**src/rtl/edge_det_pkg.sv**
```systemverilog
// Shared types and helpers for the multi-channel edge detector.
// Optional feature macro: EDGE_DET_SYNC_EN (2-flop input synchroniser per channel).
package edge_det_pkg;

  // Per-channel detection mode, two bits per channel on the mode bus.
  typedef enum logic [1:0] {
    EDGE_OFF  = 2'b00,
    EDGE_RISE = 2'b01,
    EDGE_FALL = 2'b10,
    EDGE_BOTH = 2'b11
  } edge_mode_t;

  // Last sampled detect-path level of a channel.
  typedef enum logic {
    ZERO = 1'b0,
    ONE  = 1'b1
  } edge_state_t;

  // Decide whether a detected rise/fall is reported under the given mode.
  function automatic logic edge_fires(input logic [1:0] mode, input logic rise, input logic fall);
    logic fire;
    case (mode)
      EDGE_OFF:  fire = 1'b0;
      EDGE_RISE: fire = rise;
      EDGE_FALL: fire = fall;
      EDGE_BOTH: fire = rise | fall;
      default:   fire = 1'b0;
    endcase
    return fire;
  endfunction

endpackage

```
**src/rtl/edge_det_chan.sv**
```systemverilog
// One edge-detector channel: optional synchroniser, two-state FSM holding the
// last detect-path level, Mealy tick, sticky pending flag and saturating counter.
// Optional feature macro: EDGE_DET_SYNC_EN (adds a 2-flop synchroniser on level).
module edge_det_chan
  import edge_det_pkg::*;
#(
  parameter int CNT_W = 8
) (
  input  logic             clk,
  input  logic             reset,
  input  logic             level,
  input  logic [1:0]       mode,
  input  logic             clr,
  output logic             tick,
  output logic             pending,
  output logic [CNT_W-1:0] count
);

  localparam logic [CNT_W-1:0] CNT_MAX = {CNT_W{1'b1}};
  localparam logic [CNT_W-1:0] CNT_ONE = {{(CNT_W-1){1'b0}}, 1'b1};
  localparam logic [CNT_W-1:0] CNT_ZERO = {CNT_W{1'b0}};

  logic             lv_s;
  edge_state_t      state_r;
  logic             rise_s;
  logic             fall_s;
  logic             tick_s;
  logic             pending_r;
  logic [CNT_W-1:0] count_r;

  // Increment that holds at the all-ones value instead of wrapping.
  function automatic logic [CNT_W-1:0] sat_inc(input logic [CNT_W-1:0] v);
    logic [CNT_W-1:0] r;
    if (v == CNT_MAX) begin
      r = CNT_MAX;
    end else begin
      r = v + CNT_ONE;
    end
    return r;
  endfunction

`ifdef EDGE_DET_SYNC_EN
  logic sync1_r;
  logic sync2_r;

  // Two-flop synchroniser for asynchronous pins; cleared by reset.
  always_ff @(posedge clk) begin
    if (reset) begin
      sync1_r <= 1'b0;
      sync2_r <= 1'b0;
    end else begin
      sync1_r <= level;
      sync2_r <= sync1_r;
    end
  end

  assign lv_s = sync2_r;
`else
  assign lv_s = level;
`endif

  // Mealy edge decode: compare the stored level with the current detect-path level.
  always_comb begin
    rise_s = 1'b0;
    fall_s = 1'b0;
    tick_s = 1'b0;
    rise_s = (state_r == ZERO) & lv_s;
    fall_s = (state_r == ONE) & ~lv_s;
    tick_s = edge_fires(mode, rise_s, fall_s);
  end

  // State always tracks the level (mode-independent); pending and counter react to tick/clr.
  always_ff @(posedge clk) begin
    if (reset) begin
      state_r   <= ZERO;
      pending_r <= 1'b0;
      count_r   <= CNT_ZERO;
    end else begin
      state_r   <= lv_s ? ONE : ZERO;
      pending_r <= tick_s | (pending_r & ~clr);
      case ({clr, tick_s})
        2'b11:   count_r <= CNT_ONE;
        2'b10:   count_r <= CNT_ZERO;
        2'b01:   count_r <= sat_inc(count_r);
        default: count_r <= count_r;
      endcase
    end
  end

  assign tick    = tick_s;
  assign pending = pending_r;
  assign count   = count_r;

endmodule

```
**src/rtl/edge_detect_multi.sv**
```systemverilog
// Multi-channel edge detector: W independent edge_det_chan instances with
// per-channel mode, sticky pending flags, saturating counters and an
// OR-reduced pending summary for the interrupt logic.
// Optional feature macro: EDGE_DET_SYNC_EN (per-channel 2-flop synchroniser).
module edge_detect_multi
  import edge_det_pkg::*;
#(
  parameter int W     = 8,
  parameter int CNT_W = 8
) (
  input  logic               clk,
  input  logic               reset,
  input  logic [W-1:0]       level,
  input  logic [2*W-1:0]     mode,
  input  logic [W-1:0]       clr,
  output logic [W-1:0]       tick,
  output logic [W-1:0]       pending,
  output logic               any_pending,
  output logic [W*CNT_W-1:0] count
);

  for (genvar i = 0; i < W; i++) begin : g_chan
    edge_det_chan #(
      .CNT_W(CNT_W)
    ) u_chan (
      .clk    (clk),
      .reset  (reset),
      .level  (level[i]),
      .mode   (mode[2*i +: 2]),
      .clr    (clr[i]),
      .tick   (tick[i]),
      .pending(pending[i]),
      .count  (count[i*CNT_W +: CNT_W])
    );
  end

  assign any_pending = |pending;

endmodule
```
**config.mk**
```make
export PLATFORM = sky130hd
export DESIGN_NAME = edge_detect_multi
export DESIGN_NICKNAME = d
export VERILOG_FILES = /design/src/rtl/edge_det_pkg.sv /design/src/rtl/edge_det_chan.sv /design/src/rtl/edge_detect_multi.sv
export SDC_FILE = /design/constraint.sdc
export NUM_CORES = 1
export LEC_CHECK = 0
export CAP_MARGIN = 20
export CORE_MARGIN = 8
export CORE_UTILIZATION = 43
export DETAILED_ROUTE_END_ITERATION = 10
export DONT_BUFFER_PORTS = 1
export GPL_ROUTABILITY_DRIVEN = 0
export PLACE_DENSITY = 0.56
export SLEW_MARGIN = 15
export SYNTH_ARGS = -nofsm -noshare
export SYNTH_HDL_FRONTEND = slang
export SYNTH_SLANG_ARGS = --single-unit
```
**constraint.sdc**
```tcl
create_clock -name clk -period 2.3 [get_ports clk]
set_clock_uncertainty 0.05 [all_clocks]
set_input_delay 0.345 -clock clk [delete_from_list [all_inputs] [get_ports clk]]
set_output_delay 0.345 -clock clk [all_outputs]
set_load 0.005 [all_outputs]
```
==> flow_summary.ini, run 1 <==
[final_layout]
final_cell_count_no_fill = 775
design_area_mm2 = 0.00543
regArea_mm2 = 0.00160
diodes = 0
num-fill-cells = 1114
area_growth_pct = 10.5
multi_input_area_mm2 = 0.00294
drive_gt1_frac = 0.104
fin_nets = 710

[logic_synthesis]
yosysTopAreaCellShare = 0.326
synth.avg_cell_area_um2 = 7.87
ys_ff_latch = 80
synth.distinct_cells = 49
synth-main-ff-cell = dfxtp_1
synth_seq_area_share = 0.326
synth_top_cell_by_area = dfxtp_1
synth_edf_count = 0
syn_area_mm2 = 0.00491
syn_inst = 624
syn_nets = 706
yosys_warnings = 0
synthTopCellsByArea = dfxtp_1, ha_1, a21oi_1
synth-async-reset-ratio = 0

[routing]
viasPerCell = 5.64
antenna_left = 0
wl_per_cell_um = 15.7
first_pass_iters = 4
vias = 4368
drc = 0
wl_mm = 12.2
drtIter0Drc = 160

[clock_tree]
root_buffer = clkbuf_16
clock_path_buffers = 2
htree_levels = 3
insertion_delay_ns = 0.34
cts-buffers-inserted = 9
cts_sinks = 80
cts_hold_buf = 0
cts_tree = yes
clk_pin_slew_ns = 0.06

[critical_path]
cpMaxStageDelayCell = dfxtp_1
timing.rr.start = g_chan[7].u_chan.state_r
cpPeakStageDelay_ns = 0.32
worstRegToRegCells = 10
worstSetupPathType = flop to flop
crit_chain = ha_1 -> mux2i_1 -> a21oi_1 -> inv_1 -> ha_1 -> nor3b_2 -> buf_4 -> a21o_1 -> a22oi_1 -> nor2_1
cp.buffers_inverters = 2
path_common_cell = ha_1
worstSetupStartpointType = flop
cp-endpoint = g_chan[7].u_chan.count[4]
end_kind = flop
crit_family = compound AO/OA/AOI/OAI gates
worstPathMaxFanout = 10
critPathRequiredTime_ns = 2.48
rrSetupSlack_ns = 0.16
cp.depth = 10
critPathArrivalTime_ns = 2.32
startpoint = g_chan[7].u_chan.state_r
reg2reg_to = g_chan[7].u_chan.count[4]

[floorplanning]
fp.coreArea_mm2 = 0.0113
rows = 39
initial_core_util = 0.435
die_area_mm2 = 0.0151
die_w_um = 123
ioPinCount = 115
die_y_um = 123

[sta]
setup_viol = 0
fmax_mhz = 468
min_period_ns = 2.14
finalMaxSlewViolations = 0
period_share = 0.929
max_slew_margin = 0.726
rsz0062_at_grt = false
finalHoldViolCount = 0
tightest_slew_ns = 0.408
setup_ws_ns = 0.163
fin_setup_tns_ns = 0

[flow_run]
drv_cap = 0

[global_route]
grt_use_total = 0.161
grt_first_pass_wirelength_mm = 19.6
antenna_found_initial = 0
grt_pass1_vias = 4093
overflow = 0
grt_start_max_net_pins = 83

[placed_design]
placed_cell_area_mm2 = 0.00509
io_buffers = 0
dp.cells = 759
dp_slack_ns = -0.0368
dp_hpwl_mm = 8.96

[status]
status = completed

[pwr]
fin_total_pwr_mw = 3.23
p_leak_nw = 2.12
vdd_drop_max_mv = 0.413
power_density_mw_per_mm2 = 596

[hold_path]
hold_path.class = primary input to flop
==> how the worst min path moves through the flow <==
stage / start / to / slack (ns) / depth (start not counted)
finish: reset / g_chan[3].u_chan.count[0] / 0.04 / 1
global route: reset / g_chan[1].u_chan.count[5] / 0.008 / 1
CTS: reset / g_chan[1].u_chan.count[3] / 0.01 / 1
detailed placement: reset / g_chan[1].u_chan.state_r / 0.37 / 1
global placement: reset / g_chan[1].u_chan.state_r / 0.37 / 1
floorplan: g_chan[2].u_chan.pending / g_chan[2].u_chan.pending / 0.41 / 2
==> metal layers <==
| metal | global-route usage | vias up | share of wire | routed length, um |
|---|---|---|---|---|
| li1 | - | 2210 | - | - |
| met1 | 0.181 | 2036 | 0.41 | 5030 |
| met2 | 0.259 | 104 | 0.47 | 5730 |
| met3 | 0.0639 | 18 | 0.091 | 1110 |
| met4 | 0.0853 | 0 | 0.027 | 326 |
| met5 | 0 | - | 0 | 0 |
==> sequential cells by signal (all words and copies together), names as in the netlist <==
name / count
g_chan.u_chan.count: 64
g_chan.u_chan.pending: 8
g_chan.u_chan.state_r: 8
==> cell type report <==
cell class | count | share of cell area
multi-input combinational | 455 | 0.542
sequential | 80 | 0.295
clock buffer | 11 | 0.0447
timing repair buffer | 29 | 0.0401
inverter | 53 | 0.0367
tap | 143 | 0.0330
clock inverter | 4 | 0.00830
==> cell usage in the layout (no fill, tap or decap), drive strengths merged, types with 2 or more instances in the layout <==
| master | count |
|---|---|
| o41ai | 3 |
| dfxtp | 80 |
| mux2i | 4 |
| and4 | 7 |
| a21o | 8 |
| o21ai | 43 |
| or3 | 2 |
| buf | 29 |
| clkbuf | 11 |
| o21a | 7 |
| nand4b | 7 |
| nand2b | 2 |
| a41oi | 9 |
| and2 | 2 |
| nand2 | 66 |
| nand4 | 4 |
| a211oi | 5 |
| and3 | 4 |
| clkinv | 3 |
| o221ai | 6 |
| nand3 | 22 |
| or3b | 2 |
| nor2b | 10 |
| and4b | 2 |
| nor4 | 3 |
| inv | 53 |
| a31oi | 10 |
| a22oi | 2 |
| a21oi | 80 |
| nor3 | 29 |
| nor2 | 48 |
| nor3b | 10 |
| ha | 48 |
==> synth_stat cells, types with 9 or more instances <==
| library cell | n |
|---|---|
| a41oi_1 | 9 |
| ha_1 | 48 |
| clkbuf_1 | 9 |
| inv_1 | 53 |
| nor2_1 | 48 |
| nor2b_1 | 10 |
| nor3_1 | 26 |
| a21oi_1 | 80 |
| nand3_1 | 19 |
| buf_4 | 16 |
| buf_2 | 9 |
| dfxtp_1 | 80 |
| o21ai_0 | 42 |
| nand2_1 | 66 |
| a31oi_1 | 10 |
==> where the power goes <==
part	switching, mW	internal [mW]
combinational	0.195	0.164
clock	0.548	0.859
sequential	0.0484	1.42
==> repair_timing <==
action	CTS	global route
buffers inserted	0	1
endpoints found under the hold margin	0	0
endpoints found under the setup margin	0	23
resized for setup	0	9
==> stage by stage <==
stage | util | hold slack [ns]
detailed placement | 0.452 | 0.374
floorplan | - | 0.407
CTS | 0.477 | 0.0112
finish | 0.481 | 0.0350
global route | 0.481 | 0.00784
global placement | 0.452 | 0.374
==> cells by family (layout without fill, tap and decap cells) <==
group,Yosys count,after routing,synth area share
simple gates,223,223,0.244
compound gates,180,180,0.216
buf+inv,89,97,0.0826
flops,80,80,0.326
fa+ha+maj,48,48,0.122
mux,4,4,0.00816
(Power assumes the default switching activity.)
==> run 2: changes to the inputs <==
- RECOVER_POWER: not set -> 100
==> run 2 against run 1 <==
Net effect: clock power about the same; sequential cell count did not move; clock-buffer cell count stayed put; die area unchanged; maximum frequency fell by 1.6%; critical path depth decreased by 2; first-iteration DRC count decreased by 4.4%; combinational power down 5%; global-route usage stayed put; cell area decreased by 1.2%; sequential share of layout area grew 0.36 points; critical path type unchanged; largest power group unchanged.
==> flow_summary.ini, run 2 (same netlist as run 1, synthesis figures left out) <==
[critical_path]
cpMaxStageDelayCell = ha_1
worstPathMaxFanout = 9
rrSetupSlack_ns = 0.13
worstSetupPathType = flop to flop
critPathArrivalTime_ns = 2.37
cp.depth = 8
worstRegToRegCells = 8
end_kind = flop
startpoint = g_chan[2].u_chan.state_r
crit_chain = ha_1 -> a21oi_1 -> a21oi_2 -> ha_1 -> nor3b_4 -> clkbuf_2 -> a41oi_1 -> a211oi_1
cp.buffers_inverters = 1
worstSetupStartpointType = flop
cpPeakStageDelay_ns = 0.35
timing.rr.start = g_chan[2].u_chan.state_r
reg2reg_to = g_chan[2].u_chan.count[7]
crit_family = compound AO/OA/AOI/OAI gates
path_common_cell = ha_1
critPathRequiredTime_ns = 2.50
cp-endpoint = g_chan[2].u_chan.count[7]

[clock_tree]
cts_tree = yes
htree_levels = 3
clock_path_buffers = 2
cts_hold_buf = 0
root_buffer = clkbuf_16
insertion_delay_ns = 0.34
clk_pin_slew_ns = 0.06
cts-buffers-inserted = 9
cts_sinks = 80

[sta]
fin_setup_tns_ns = 0
tightest_slew_ns = 0.434
max_slew_margin = 0.710
rsz0062_at_grt = false
setup_ws_ns = 0.129
finalMaxSlewViolations = 0
min_period_ns = 2.17
setup_viol = 0
period_share = 0.944
fmax_mhz = 461
finalHoldViolCount = 0

[routing]
wl_mm = 12.2
vias = 4371
wl_per_cell_um = 15.7
first_pass_iters = 4
drc = 0
antenna_left = 0
viasPerCell = 5.64
drtIter0Drc = 153

[final_layout]
drive_gt1_frac = 0.0823
fin_nets = 710
largest_reg_flops = 64
design_area_mm2 = 0.00536
fin_util = 0.476
mostFrequentLayoutCells = dfxtp_1, a21oi_1, nand2_1
num-fill-cells = 1129
area_growth_pct = 9.20
diodes = 0
final_common_cell = dfxtp_1

[hold_path]
hold_path.class = primary input to flop
hp-start = reset

[placed_design]
dp_slack_ns = -0.0368
dp_hpwl_mm = 8.96
io_buffers = 0
placed_cell_area_mm2 = 0.00509

[pwr]
vdd_drop_max_mv = 0.415
power_density_mw_per_mm2 = 600
p_leak_nw = 2.07

[floorplanning]
ioPinCount = 115
fp.coreArea_mm2 = 0.0113
die_area_mm2 = 0.0151
initial_core_util = 0.435
die_y_um = 123
rows = 39
die_w_um = 123

[global_route]
grt_first_pass_wirelength_mm = 19.6
grt_start_max_net_pins = 83
met3_usage = 0.0639
overflow = 0
gr-usage-met1 = 0.181
met2_usage = 0.259
grt_use_total = 0.161
antenna_found_initial = 0
busiest_layer = met2
grt_pass1_vias = 4093

[flow_run]
drv_cap = 0

[status]
status = completed
[run 2: layout make-up]
class | instances | area (um2) | area share
Clock buffer | 11 | 243 | 0.0453
Multi-Input combinational cell | 455 | 2930 | 0.547
Timing Repair Buffer | 29 | 163 | 0.0303
Inverter | 53 | 199 | 0.0371
Sequential cell | 80 | 1600 | 0.299
Clock inverter | 4 | 45.0 | 0.00840
Tap cell | 143 | 179 | 0.0334
[run 2: per-stage QoR]
step	cells	hold slack, ns	total power [mW]
finish	775	0.0323	3.21
global placement	759	0.374	1.84
CTS	774	0.0112	3.29
floorplan	624	0.407	1.78
detailed placement	759	0.374	1.85
global route	775	0.00784	3.38
[run 2: worst min path at each step]
| stage | end | depth (start not counted) |
|---|---|---|
| 2_1_floorplan | g_chan[2].u_chan.pending | 2 |
| 4_1_cts | g_chan[1].u_chan.count[3] | 1 |
| 3_3_place_gp | g_chan[1].u_chan.state_r | 1 |
| 5_1_grt | g_chan[1].u_chan.count[5] | 1 |
| 6_report | g_chan[3].u_chan.count[0] | 1 |
| 3_5_place_dp | g_chan[1].u_chan.state_r | 1 |
[run 2: what timing repair did]
item	in CTS	in global routing
setup endpoints to repair	0	23
setup buffers	0	1
gates resized for setup	0	9
[run 2: per-layer routing]
metal,wire length [um],vias up
met5,0,-
met4,331,0
met3,1110,20
met2,5740,108
met1,4990,2032
li1,-,2211
[run 2: where the power goes]
| group | internal, mW | switching (mW) |
|---|---|---|
| clock network | 0.859 | 0.548 |
| logic | 0.147 | 0.193 |
| registers | 1.42 | 0.0483 |
